==> config.mk <==
export PLATFORM = sky130hd
export DESIGN_NAME = xadc_vi_pairer
export DESIGN_NICKNAME = d
export VERILOG_FILES = /design/src/rtl/xadc_pkg.sv /design/src/rtl/xadc_chan_accum.sv /design/src/rtl/xadc_vi_pairer.sv
export SDC_FILE = /design/constraint.sdc
export NUM_CORES = 1
export LEC_CHECK = 0
export ABC_AREA = 0
export ABC_CLOCK_PERIOD_IN_PS = 8700
export CORE_ASPECT_RATIO = 0.7
export CORE_MARGIN = 4
export CORE_UTILIZATION = 40
export CTS_CLUSTER_SIZE = 30
export DETAILED_ROUTE_END_ITERATION = 7
export PLACE_DENSITY = 0.58
export SLEW_MARGIN = 20
export SYNTH_ARGS = -nofsm -noshare
export SYNTH_HDL_FRONTEND = slang
export SYNTH_SLANG_ARGS = --single-unit
==> constraint.sdc <==
create_clock -name ap_clk -period 8.7 [get_ports ap_clk]
set_input_delay 1.74 -clock ap_clk [delete_from_list [all_inputs] [get_ports ap_clk]]
set_output_delay 1.74 -clock ap_clk [all_outputs]
set_load 0.02 [all_outputs]
==> src/rtl/xadc_pkg.sv <==
// Shared definitions for the XADC V/I pairing front-end: channel ids, pair layout,
// pairer FSM states and a saturating counter helper.
package xadc_pkg;

    localparam logic [4:0] XADC_TID_VPV = 5'h10;
    localparam logic [4:0] XADC_TID_IPV = 5'h18;

    typedef struct packed {
        logic [15:0] i;
        logic [15:0] v;
    } vi_pair_t;

    typedef enum logic {
        COLLECT = 1'b0,
        EMIT    = 1'b1
    } pairer_state_t;

    function automatic logic [15:0] sat_inc16(input logic [15:0] val);
        return (val == 16'hFFFF) ? val : val + 16'd1;
    endfunction

endpackage

==> src/rtl/xadc_chan_accum.sv <==
// Per-channel boxcar accumulator: sums up to 2^AVG_LOG2 samples, flags drops once full.
// Next-state values are exported so the owner can react in the same cycle a window fills.
module xadc_chan_accum
    import xadc_pkg::*;
#(
    parameter int DATA_W   = 16,
    parameter int AVG_LOG2 = 2
) (
    input  logic                       clk,
    input  logic                       rst,
    input  logic                       clear,
    input  logic                       sample_en,
    input  logic [DATA_W-1:0]          sample,
    output logic [DATA_W+AVG_LOG2-1:0] acc_nxt,
    output logic                       full_nxt,
    output logic                       drop
);

    localparam int ACC_W = DATA_W + AVG_LOG2;
    localparam int CNT_W = AVG_LOG2 + 1;
    localparam logic [CNT_W-1:0] FULL_N = CNT_W'(2 ** AVG_LOG2);

    logic [ACC_W-1:0] acc_r;
    logic [ACC_W-1:0] acc_nxt_s;
    logic [CNT_W-1:0] cnt_r;
    logic [CNT_W-1:0] cnt_nxt_s;
    logic             full_s;
    logic             drop_s;

    assign full_s = (cnt_r == FULL_N);

    // Next accumulator/count: clear wins, otherwise add or drop an accepted sample
    always_comb begin
        acc_nxt_s = acc_r;
        cnt_nxt_s = cnt_r;
        drop_s    = 1'b0;
        if (clear) begin
            acc_nxt_s = '0;
            cnt_nxt_s = '0;
        end else if (sample_en) begin
            if (full_s) begin
                drop_s = 1'b1;
            end else begin
                acc_nxt_s = acc_r + ACC_W'(sample);
                cnt_nxt_s = cnt_r + CNT_W'(1);
            end
        end else begin
            drop_s = 1'b0;
        end
    end

    // Accumulator and sample-count registers
    always_ff @(posedge clk) begin
        if (rst) begin
            acc_r <= '0;
            cnt_r <= '0;
        end else begin
            acc_r <= acc_nxt_s;
            cnt_r <= cnt_nxt_s;
        end
    end

    assign acc_nxt  = acc_nxt_s;
    assign full_nxt = (cnt_nxt_s == FULL_N);
    assign drop     = drop_s;

endmodule

==> src/rtl/xadc_vi_pairer.sv <==
// Splits the XADC sequencer stream into panel voltage/current channels, averages a window
// of each and presents one aligned {I,V} pair per window to the parameter estimator.
module xadc_vi_pairer
    import xadc_pkg::*;
#(
    parameter int         DATA_W   = 16,
    parameter int         AVG_LOG2 = 2,
    parameter logic [4:0] V_TID    = XADC_TID_VPV,
    parameter logic [4:0] I_TID    = XADC_TID_IPV
) (
    input  logic                  ap_clk,
    input  logic                  ap_rst,
    input  logic [DATA_W-1:0]     seq_in_xadc_tdata,
    input  logic [4:0]            seq_in_xadc_tid,
    input  logic                  seq_in_xadc_tvalid,
    output logic                  seq_in_xadc_tready,
    output logic [2*DATA_W-1:0]   vi_out_tdata,
    output logic                  vi_out_tvalid,
    input  logic                  vi_out_tready,
    output logic [15:0]           drop_cnt,
    output logic [15:0]           pair_cnt
);

    localparam int ACC_W = DATA_W + AVG_LOG2;

    pairer_state_t       state_r;
    pairer_state_t       state_nxt_s;
    logic                xfer_s;
    logic                v_en_s;
    logic                i_en_s;
    logic                clear_s;
    logic [ACC_W-1:0]    v_acc_nxt_s;
    logic [ACC_W-1:0]    i_acc_nxt_s;
    logic                v_full_nxt_s;
    logic                i_full_nxt_s;
    logic                v_drop_s;
    logic                i_drop_s;
    logic [2*DATA_W-1:0] tdata_r;
    logic [15:0]         drop_cnt_r;
    logic [15:0]         pair_cnt_r;

    // Input is only held off while a pair waits, and during the reset cycle itself
    assign seq_in_xadc_tready = (state_r == COLLECT) & ~ap_rst;
    assign xfer_s  = seq_in_xadc_tvalid & seq_in_xadc_tready;
    assign v_en_s  = xfer_s & (seq_in_xadc_tid == V_TID);
    assign i_en_s  = xfer_s & (seq_in_xadc_tid == I_TID);
    assign clear_s = (state_r == EMIT) & vi_out_tready;

    xadc_chan_accum #(.DATA_W(DATA_W), .AVG_LOG2(AVG_LOG2)) u_v_accum (
        .clk       (ap_clk),
        .rst       (ap_rst),
        .clear     (clear_s),
        .sample_en (v_en_s),
        .sample    (seq_in_xadc_tdata),
        .acc_nxt   (v_acc_nxt_s),
        .full_nxt  (v_full_nxt_s),
        .drop      (v_drop_s)
    );

    xadc_chan_accum #(.DATA_W(DATA_W), .AVG_LOG2(AVG_LOG2)) u_i_accum (
        .clk       (ap_clk),
        .rst       (ap_rst),
        .clear     (clear_s),
        .sample_en (i_en_s),
        .sample    (seq_in_xadc_tdata),
        .acc_nxt   (i_acc_nxt_s),
        .full_nxt  (i_full_nxt_s),
        .drop      (i_drop_s)
    );

    // Next-state: leave COLLECT as soon as both windows complete, leave EMIT on handshake
    always_comb begin
        state_nxt_s = state_r;
        case (state_r)
            COLLECT: begin
                if (v_full_nxt_s & i_full_nxt_s) begin
                    state_nxt_s = EMIT;
                end else begin
                    state_nxt_s = COLLECT;
                end
            end
            EMIT: begin
                if (vi_out_tready) begin
                    state_nxt_s = COLLECT;
                end else begin
                    state_nxt_s = EMIT;
                end
            end
            default: state_nxt_s = COLLECT;
        endcase
    end

    // State register
    always_ff @(posedge ap_clk) begin
        if (ap_rst) begin
            state_r <= COLLECT;
        end else begin
            state_r <= state_nxt_s;
        end
    end

    // Output pair is captured from the completing sums, so it stays frozen while stalled
    always_ff @(posedge ap_clk) begin
        if (ap_rst) begin
            tdata_r <= '0;
        end else if ((state_r == COLLECT) && (state_nxt_s == EMIT)) begin
            tdata_r <= {i_acc_nxt_s[AVG_LOG2 +: DATA_W], v_acc_nxt_s[AVG_LOG2 +: DATA_W]};
        end else begin
            tdata_r <= tdata_r;
        end
    end

    // Drop counter saturates; pair counter wraps
    always_ff @(posedge ap_clk) begin
        if (ap_rst) begin
            drop_cnt_r <= 16'd0;
            pair_cnt_r <= 16'd0;
        end else begin
            if (v_drop_s | i_drop_s) begin
                drop_cnt_r <= sat_inc16(drop_cnt_r);
            end else begin
                drop_cnt_r <= drop_cnt_r;
            end
            if (clear_s) begin
                pair_cnt_r <= pair_cnt_r + 16'd1;
            end else begin
                pair_cnt_r <= pair_cnt_r;
            end
        end
    end

    assign vi_out_tdata  = tdata_r;
    assign vi_out_tvalid = (state_r == EMIT);
    assign drop_cnt      = drop_cnt_r;
    assign pair_cnt      = pair_cnt_r;

endmodule
==> results of run 1 <==
[worst max-delay path, stage by stage]
cell             delay [ns]
buf_2                  0.40
buf_4                  0.58
nor2_1                 0.11
clkdlybuf4s50_1        0.56
[power groups by stage]
stage                     Combinational (mW)  Clock (mW)  Sequential [mW]
after detailed placement              0.0629           0            0.502
after global placement                0.0616           0            0.502
after CTS                             0.0632       0.419            0.490
final                                 0.0629       0.408            0.490
after floorplan                       0.0384           0            0.502
after global routing                  0.0697       0.437            0.491
[metrics by stage]
step,cells,util
finish,983,0.498
global route,983,0.498
CTS,983,0.498
detailed placement,967,0.478
global placement,967,0.478
floorplan,713,-
[synthesized netlist by cell type, types with 5 or more instances]
cell,number
ha_1,38
nand4_1,11
o211ai_1,10
nand2_1,58
nand2b_1,9
and2_1,10
a21oi_1,46
xor2_1,26
dfxtp_1,107
nand3_1,18
or3_1,5
buf_2,9
mux2i_1,9
a31oi_1,6
clkbuf_1,18
a21o_1,10
o21ai_0,27
nor2_1,119
inv_1,13
a41oi_1,5
o31ai_1,5
a211oi_1,14
nor3b_1,8
and3_1,11
nor3_1,16
xnor2_1,20
a211oi_2,12
[routing by layer]
metal  part of all wire  routed length, um
met3              0.045                669
met2               0.45               6700
met1               0.50               7470
met4              0.010                157
met5                  0                  0
[sequential cells by signal (all words and copies together), names as in the netlist]
name	count
drop_cnt	16
vi_out_tvalid	1
pair_cnt	16
u_v_accum.cnt_r	3
u_v_accum.acc_r	18
u_i_accum.cnt_r	3
vi_out_tdata	32
u_i_accum.acc_r	18
[cells by family after synthesis]
logic type,after synthesis,share of synthesized area
and+or+nand+nor,289,0.234
AOI/OAI and AO/OA,173,0.206
DFF,107,0.354
buffers and inverters,47,0.0353
xor gates and xnor gates,46,0.0665
adders and majority gates,40,0.0851
muxes,11,0.0192
[cell type report]
type,count,area [um^2]
Clock inverter,6,53.8
Inverter,13,48.8
Timing Repair Buffer,93,918
Tap cell,195,244
Sequential cell,107,2140
Multi-Input combinational cell,559,3710
Fill cell,1415,7410
Clock buffer,10,239
[worst min path at each step]
stage | startpoint | to | slack [ns] | cells after the start
final | vi_out_tdata[8] | vi_out_tdata[8] | 0.45 | 2
after global routing | u_v_accum.acc_r[15] | u_v_accum.acc_r[15] | 0.51 | 2
after CTS | vi_out_tdata[8] | vi_out_tdata[8] | 0.46 | 2
after detailed placement | vi_out_tdata[8] | vi_out_tdata[8] | 0.45 | 2
after global placement | u_i_accum.acc_r[0] | u_i_accum.acc_r[0] | 0.45 | 2
after floorplan | u_i_accum.acc_r[0] | u_i_accum.acc_r[0] | 0.44 | 2
==> parameters.txt, run 1 <==
Parameter                              Value

Run status
  Run status    finished, final reports clean

Synth
  Synthesis-stage register bit count    107
  Warnings, synthesis    0
  Average footprint of a synthesized cell    8.50 um^2
  Biggest area contributors in the synthesized netlist    dfxtp_1 (35%), ha_1 (7.8%), nor2_1 (7.4%), a21oi_1 (3.8%), xor2_1 (3.8%)
  Fraction of synthesis flops using an asynchronous set or reset pin    0
  Library cell with the largest summed area after synthesis    dfxtp_1
  Most used flip-flop cell after synthesis    dfxtp_1
  Post-synthesis net count    778
  Area share of the largest cell type after synthesis    0.354
  Count of distinct cell types in the synthesized netlist    70
  Register area share after synthesis    0.354
  Number of synthesized flops with an enable pin    0
  Area of the mapped netlist    0.00606 mm^2
  Number of cells produced by synthesis    713

Layout
  Nets    848
  Commonest cells after routing, fill and taps aside    nor2_1 (119), dfxtp_1 (107), clkdlybuf4s50_1 (89)
  Number of inserted diodes    0
  Ratio of cells with drive above 1 in the final layout    0.0635
  Area growth from synthesis to layout    21.4%
  Final std cell area, no fill    0.00735 mm^2
  Most common cell after layout, fill and taps aside    nor2_1

Setup path
  Timing startpoint of the critical path    ap_rst
  RR Endpoint    vi_out_tdata[12]
  Launch point of the worst reg-to-reg path    u_v_accum.acc_r[0]
  CP arrival    3.43 ns
  Crit path required time    6.96 ns
  Minimum setup slack among reg-to-reg paths    5.75 ns
  Startpoint Class    input pin
  Type of destination of the critical path    primary output
  Maximum fanout along the worst path    58
  Worst Reg2Reg Path Length in Cells    9
  End point of the critical path    seq_in_xadc_tready
  Critical path class    input pin to primary output

Clock tree
  Library cell used as clock root buffer    clkbuf_16
  Clock-pin slew of the registers on the worst-case setup and hold paths    0.07 ns
  Number of sinks on the clock net    107
  CTS HTree Levels    3
  Source-to-sink clock delay at the later pin of the worst-skew pair    0.36 ns
  TritonCTS clock tree    done
  Cts bufs inserted    9
  Number of buffers added for setup after CTS    0
  Longest Clk Path Bufs    2
  Post-CTS Resized    0
  CTS hold repair buffers    0

STA
  Unrepaired setup endpoints after global routing    false
  Worst hold-check slack    0.454 ns
  Actual slew at the worst max-slew pin    0.939 ns
  Final-layout setup total negative slack    0 ns
  Setup-violating endpoint count in the final report    0
  Number of max-slew violations in the final report    0
  Worst rel slew slack    0.374
  Fmax    0.193 GHz
  Time the final worst path needs with I/O delays and setup    5.17 ns
  Number of endpoints with negative hold slack in the final report    0
  Final WS setup    3.53 ns
  Post-route clock skew    0.00967 ns
  Period utilisation layout    0.594

Pwr
  Sequential Power Share    0.510
  Net switching fraction of the power    0.248
  Combinational share of power    0.065
  Post-layout power    962 uW
  Static leakage power    2.73 nW
  Power Dens Cells    131 mW/mm^2
  Net switching power figure    238 uW
  Cell-internal power    723 uW
  VDD IR max    0.0858 mV
  Relative contribution of the clock network to total power    0.425

Route
  Drt wl/cell    15.3 um
  Total via count in the routed design    5,304
  Number of remaining DRC errors    0
  Via-to-Cell Ratio    5.40
  Wirelength, routed    15,000 um
  Initial drt markers    242
  Count of antenna-violating nets left after detailed routing    0
  Drt first pass iters    5

Global routing
  Most used routing layer in global routing    met2
  Largest net degree at the start of global routing    59
  Met3 Use GR    0.0371
  Antenna violations before repair    0
  Tot GR Track Use    0.177
  Number of global-route vias before repair    5,143
  Wire length of the first global-routing pass    25,200 um
  Global route total overflow    0
  Met2 usage    0.285
  Met1 usage    0.244

Die
  Standard cell core area    0.0148 mm^2
  Row cnt    37
  Floorplan die area    0.0172 mm^2
  Y dimension of the die    111 um
  Initial core utilization    0.410
  Horizontal extent of the die    155 um
  Top Ports    91

Placed design
  RePlAce Congestion    0.863
  Total half-perimeter wirelength after legalization and detailed placement    11,200 um
  PortBufs    90
  Area after DPL    0.00706 mm^2
  Pre-CTS setup slack    3.50 ns

Hold path
  Hold Path Class    register to register

Run
  Max-cap viol count    0
Power figures use the tool's default switching activity.
==> inputs of run 2 (changes only) <==
--- a/config.mk
+++ b/config.mk
@@ -6,7 +6,7 @@
 export NUM_CORES = 1
 export LEC_CHECK = 0
 export ABC_AREA = 0
-export ABC_CLOCK_PERIOD_IN_PS = 8700
+export ABC_CLOCK_PERIOD_IN_PS = 5100
 export CORE_ASPECT_RATIO = 0.7
 export CORE_MARGIN = 4
 export CORE_UTILIZATION = 40
==> constraint.sdc (replaced) <==
create_clock -name ap_clk -period 5.1 [get_ports ap_clk]
set_input_delay 1.02 -clock ap_clk [delete_from_list [all_inputs] [get_ports ap_clk]]
set_output_delay 1.02 -clock ap_clk [all_outputs]
set_load 0.02 [all_outputs]
==> parameters.txt, run 2 (synthesized netlist as in run 1, its figures left out) <==
Parameter                              Value

Layout
  Cell Count, Final, Fillers Out    985 (+0.20%)
  Max reg flops    32 (unchanged)
  Final std cell area, no fill    0.00739 mm^2 (+0.44%)
  Area growth from synthesis to layout    21.9%
  Most common cell after layout, fill and taps aside    nor2_1
  Nets    850 (+0.24%)
  Ratio of cells with drive above 1 in the final layout    0.0658 (+0.00237)
  Commonest cells after routing, fill and taps aside    nor2_1 (119), dfxtp_1 (107), clkdlybuf4s50_1 (89)
  Number of inserted diodes    0 (unchanged)

Setup path
  RR Endpoint    vi_out_tdata[14]
  Critical path class    input pin to register
  Maximum fanout along the worst path    24 (-59%)
  Startpoint Class    input pin
  Crit path required time    5.34 ns (-1.62 ns)
  List of cells traversed by the critical path    clkdlybuf4s50_1 > nor4bb_2 > nand4b_4 > mux2_4 > nand4_2 > or3_1 > mux2i_1 > nor3_2
  CP arrival    4.29 ns (+0.86 ns)
  Crit-path max cell delay    0.79 ns (+0.21 ns)
  Worst Reg2Reg Path Length in Cells    7 (-2)
  CP max stage cell    nor4bb_2
  Type of destination of the critical path    register
  Minimum setup slack among reg-to-reg paths    2.19 ns (-3.56 ns)
  Launch point of the worst reg-to-reg path    vi_out_tvalid

Clock tree
  TritonCTS clock tree    done
  Cts bufs inserted    9 (unchanged)
  CTS HTree Levels    3 (unchanged)
  CTS hold repair buffers    0 (unchanged)
  Longest Clk Path Bufs    2 (unchanged)
  Clock-pin slew of the registers on the worst-case setup and hold paths    0.07 ns (about the same)
  Number of buffers added for setup after CTS    0 (unchanged)
  Source-to-sink clock delay at the later pin of the worst-skew pair    0.35 ns (about the same)
  Number of sinks on the clock net    107 (unchanged)
  Post-CTS Resized    0 (unchanged)
  Library cell used as clock root buffer    clkbuf_16

Route
  Count of antenna-violating nets left after detailed routing    0 (unchanged)
  Wirelength, routed    15,600 um (+3.9%)
  Total via count in the routed design    5,393 (+1.7%)
  Via-to-Cell Ratio    5.48 (+1.5%)
  Initial drt markers    292 (+21%)
  Number of remaining DRC errors    0 (unchanged)
  Drt first pass iters    5 (unchanged)
  Drt wl/cell    15.8 um (+3.7%)

STA
  Number of max-slew violations in the final report    0 (unchanged)
  Time the final worst path needs with I/O delays and setup    4.05 ns
  Worst hold-check slack    0.461 ns (+0.00623 ns)
  Actual slew at the worst max-slew pin    0.902 ns (-0.0370 ns)
  Setup-violating endpoint count in the final report    0 (unchanged)
  Fmax    0.247 GHz
  Number of endpoints with negative hold slack in the final report    0 (unchanged)
  Final-layout setup total negative slack    0 ns (unchanged)
  Unrepaired setup endpoints after global routing    false
  Worst rel slew slack    0.390 (+0.0165)
  Period utilisation layout    0.795
  Post-route clock skew    0.00992 ns (+0.000251 ns)

Placed design
  PortBufs    90 (unchanged)
  Total half-perimeter wirelength after legalization and detailed placement    11,600 um (+4.0%)
  RePlAce Congestion    0.902 (+4.5%)
  Area after DPL    0.00708 mm^2 (+0.21%)
  Cell Count Post-Placement    969 (+0.21%)

Global routing
  Tot GR Track Use    0.178 (+0.00169)
  Antenna violations before repair    0 (unchanged)
  Wire length of the first global-routing pass    25,300 um (+0.57%)
  Largest net degree at the start of global routing    51 (-14%)
  Global route total overflow    0 (unchanged)
  Number of global-route vias before repair    5,066 (-1.5%)

Pwr
  Post-layout power    1.68 mW (+74%)
  Power Dens Cells    227 mW/mm^2 (+73%)
  VDD IR max    0.206 mV (+140%)
  Static leakage power    2.75 nW (+0.71%)

Hold path
  Hold Path Class    register to register
  WHS Endpoint    vi_out_tdata[8]
  Hold path startpoint    vi_out_tdata[8]
  Cell count of the worst hold path    2 (unchanged)

Die
  Initial core utilization    0.410 (unchanged)
  Standard cell core area    0.0148 mm^2 (unchanged)
  Horizontal extent of the die    155 um (unchanged)
  Floorplan die area    0.0172 mm^2 (unchanged)
  Row cnt    37 (unchanged)
  Top Ports    91 (unchanged)
  Y dimension of the die    111 um (unchanged)

Run
  Max-cap viol count    0 (unchanged)

Run status
  Run status    finished, final reports clean
-- run 2: stage by stage --
stage	utilization	setup WS (ns)
6_report	0.500	1.05
5_1_grt	0.500	0.749
4_1_cts	0.500	1.02
3_5_place_dp	0.479	0.688
3_3_place_gp	0.479	0.835
2_1_floorplan	-	1.74
-- run 2: worst max path at each step --
stage | from | endpoint | slack, ns | depth (start not counted)
after global placement | seq_in_xadc_tvalid | vi_out_tdata[14] | 0.83 | 8
after detailed placement | seq_in_xadc_tvalid | vi_out_tdata[14] | 0.69 | 8
after CTS | seq_in_xadc_tvalid | vi_out_tdata[14] | 1.02 | 8
final | seq_in_xadc_tvalid | vi_out_tdata[14] | 1.05 | 8
after global routing | seq_in_xadc_tvalid | vi_out_tdata[14] | 0.75 | 8
after floorplan | seq_in_xadc_tdata[0] | vi_out_tdata[10] | 1.74 | 9
-- run 2: report_power, final --
part           internal, mW  leakage, nW  total (mW)  switching, mW
clock                 0.400        0.151       0.728          0.328
combinational        0.0439         1.74       0.110         0.0662
sequential            0.836        0.862       0.837       0.000856
total                  1.28         2.75        1.68          0.396
-- run 2: cell type report --
| cell class | count | area (um^2) |
|---|---|---|
| Sequential cell | 107 | 2140 |
| Tap cell | 195 | 244 |
| Clock inverter | 6 | 71.3 |
| Inverter | 13 | 48.8 |
| Clock buffer | 10 | 239 |
| Timing Repair Buffer | 95 | 933 |
| Fill cell | 1369 | 7380 |
| Multi-Input combinational cell | 559 | 3710 |
-- run 2: critical path: cells and delay by family --
family	cells	cell delay [ns]
multiplexers	2	0.52
AND/OR/NAND/NOR	5	2.29
buffers and inverters	1	0.45
-- run 2: routing by layer --
metal	vias up	wire length, um	GRT usage
met5	-	0	0
met4	0	159	0.0388
met3	12	544	0.0324
met2	103	6880	0.278
met1	2576	8010	0.257
li1	2702	-	-
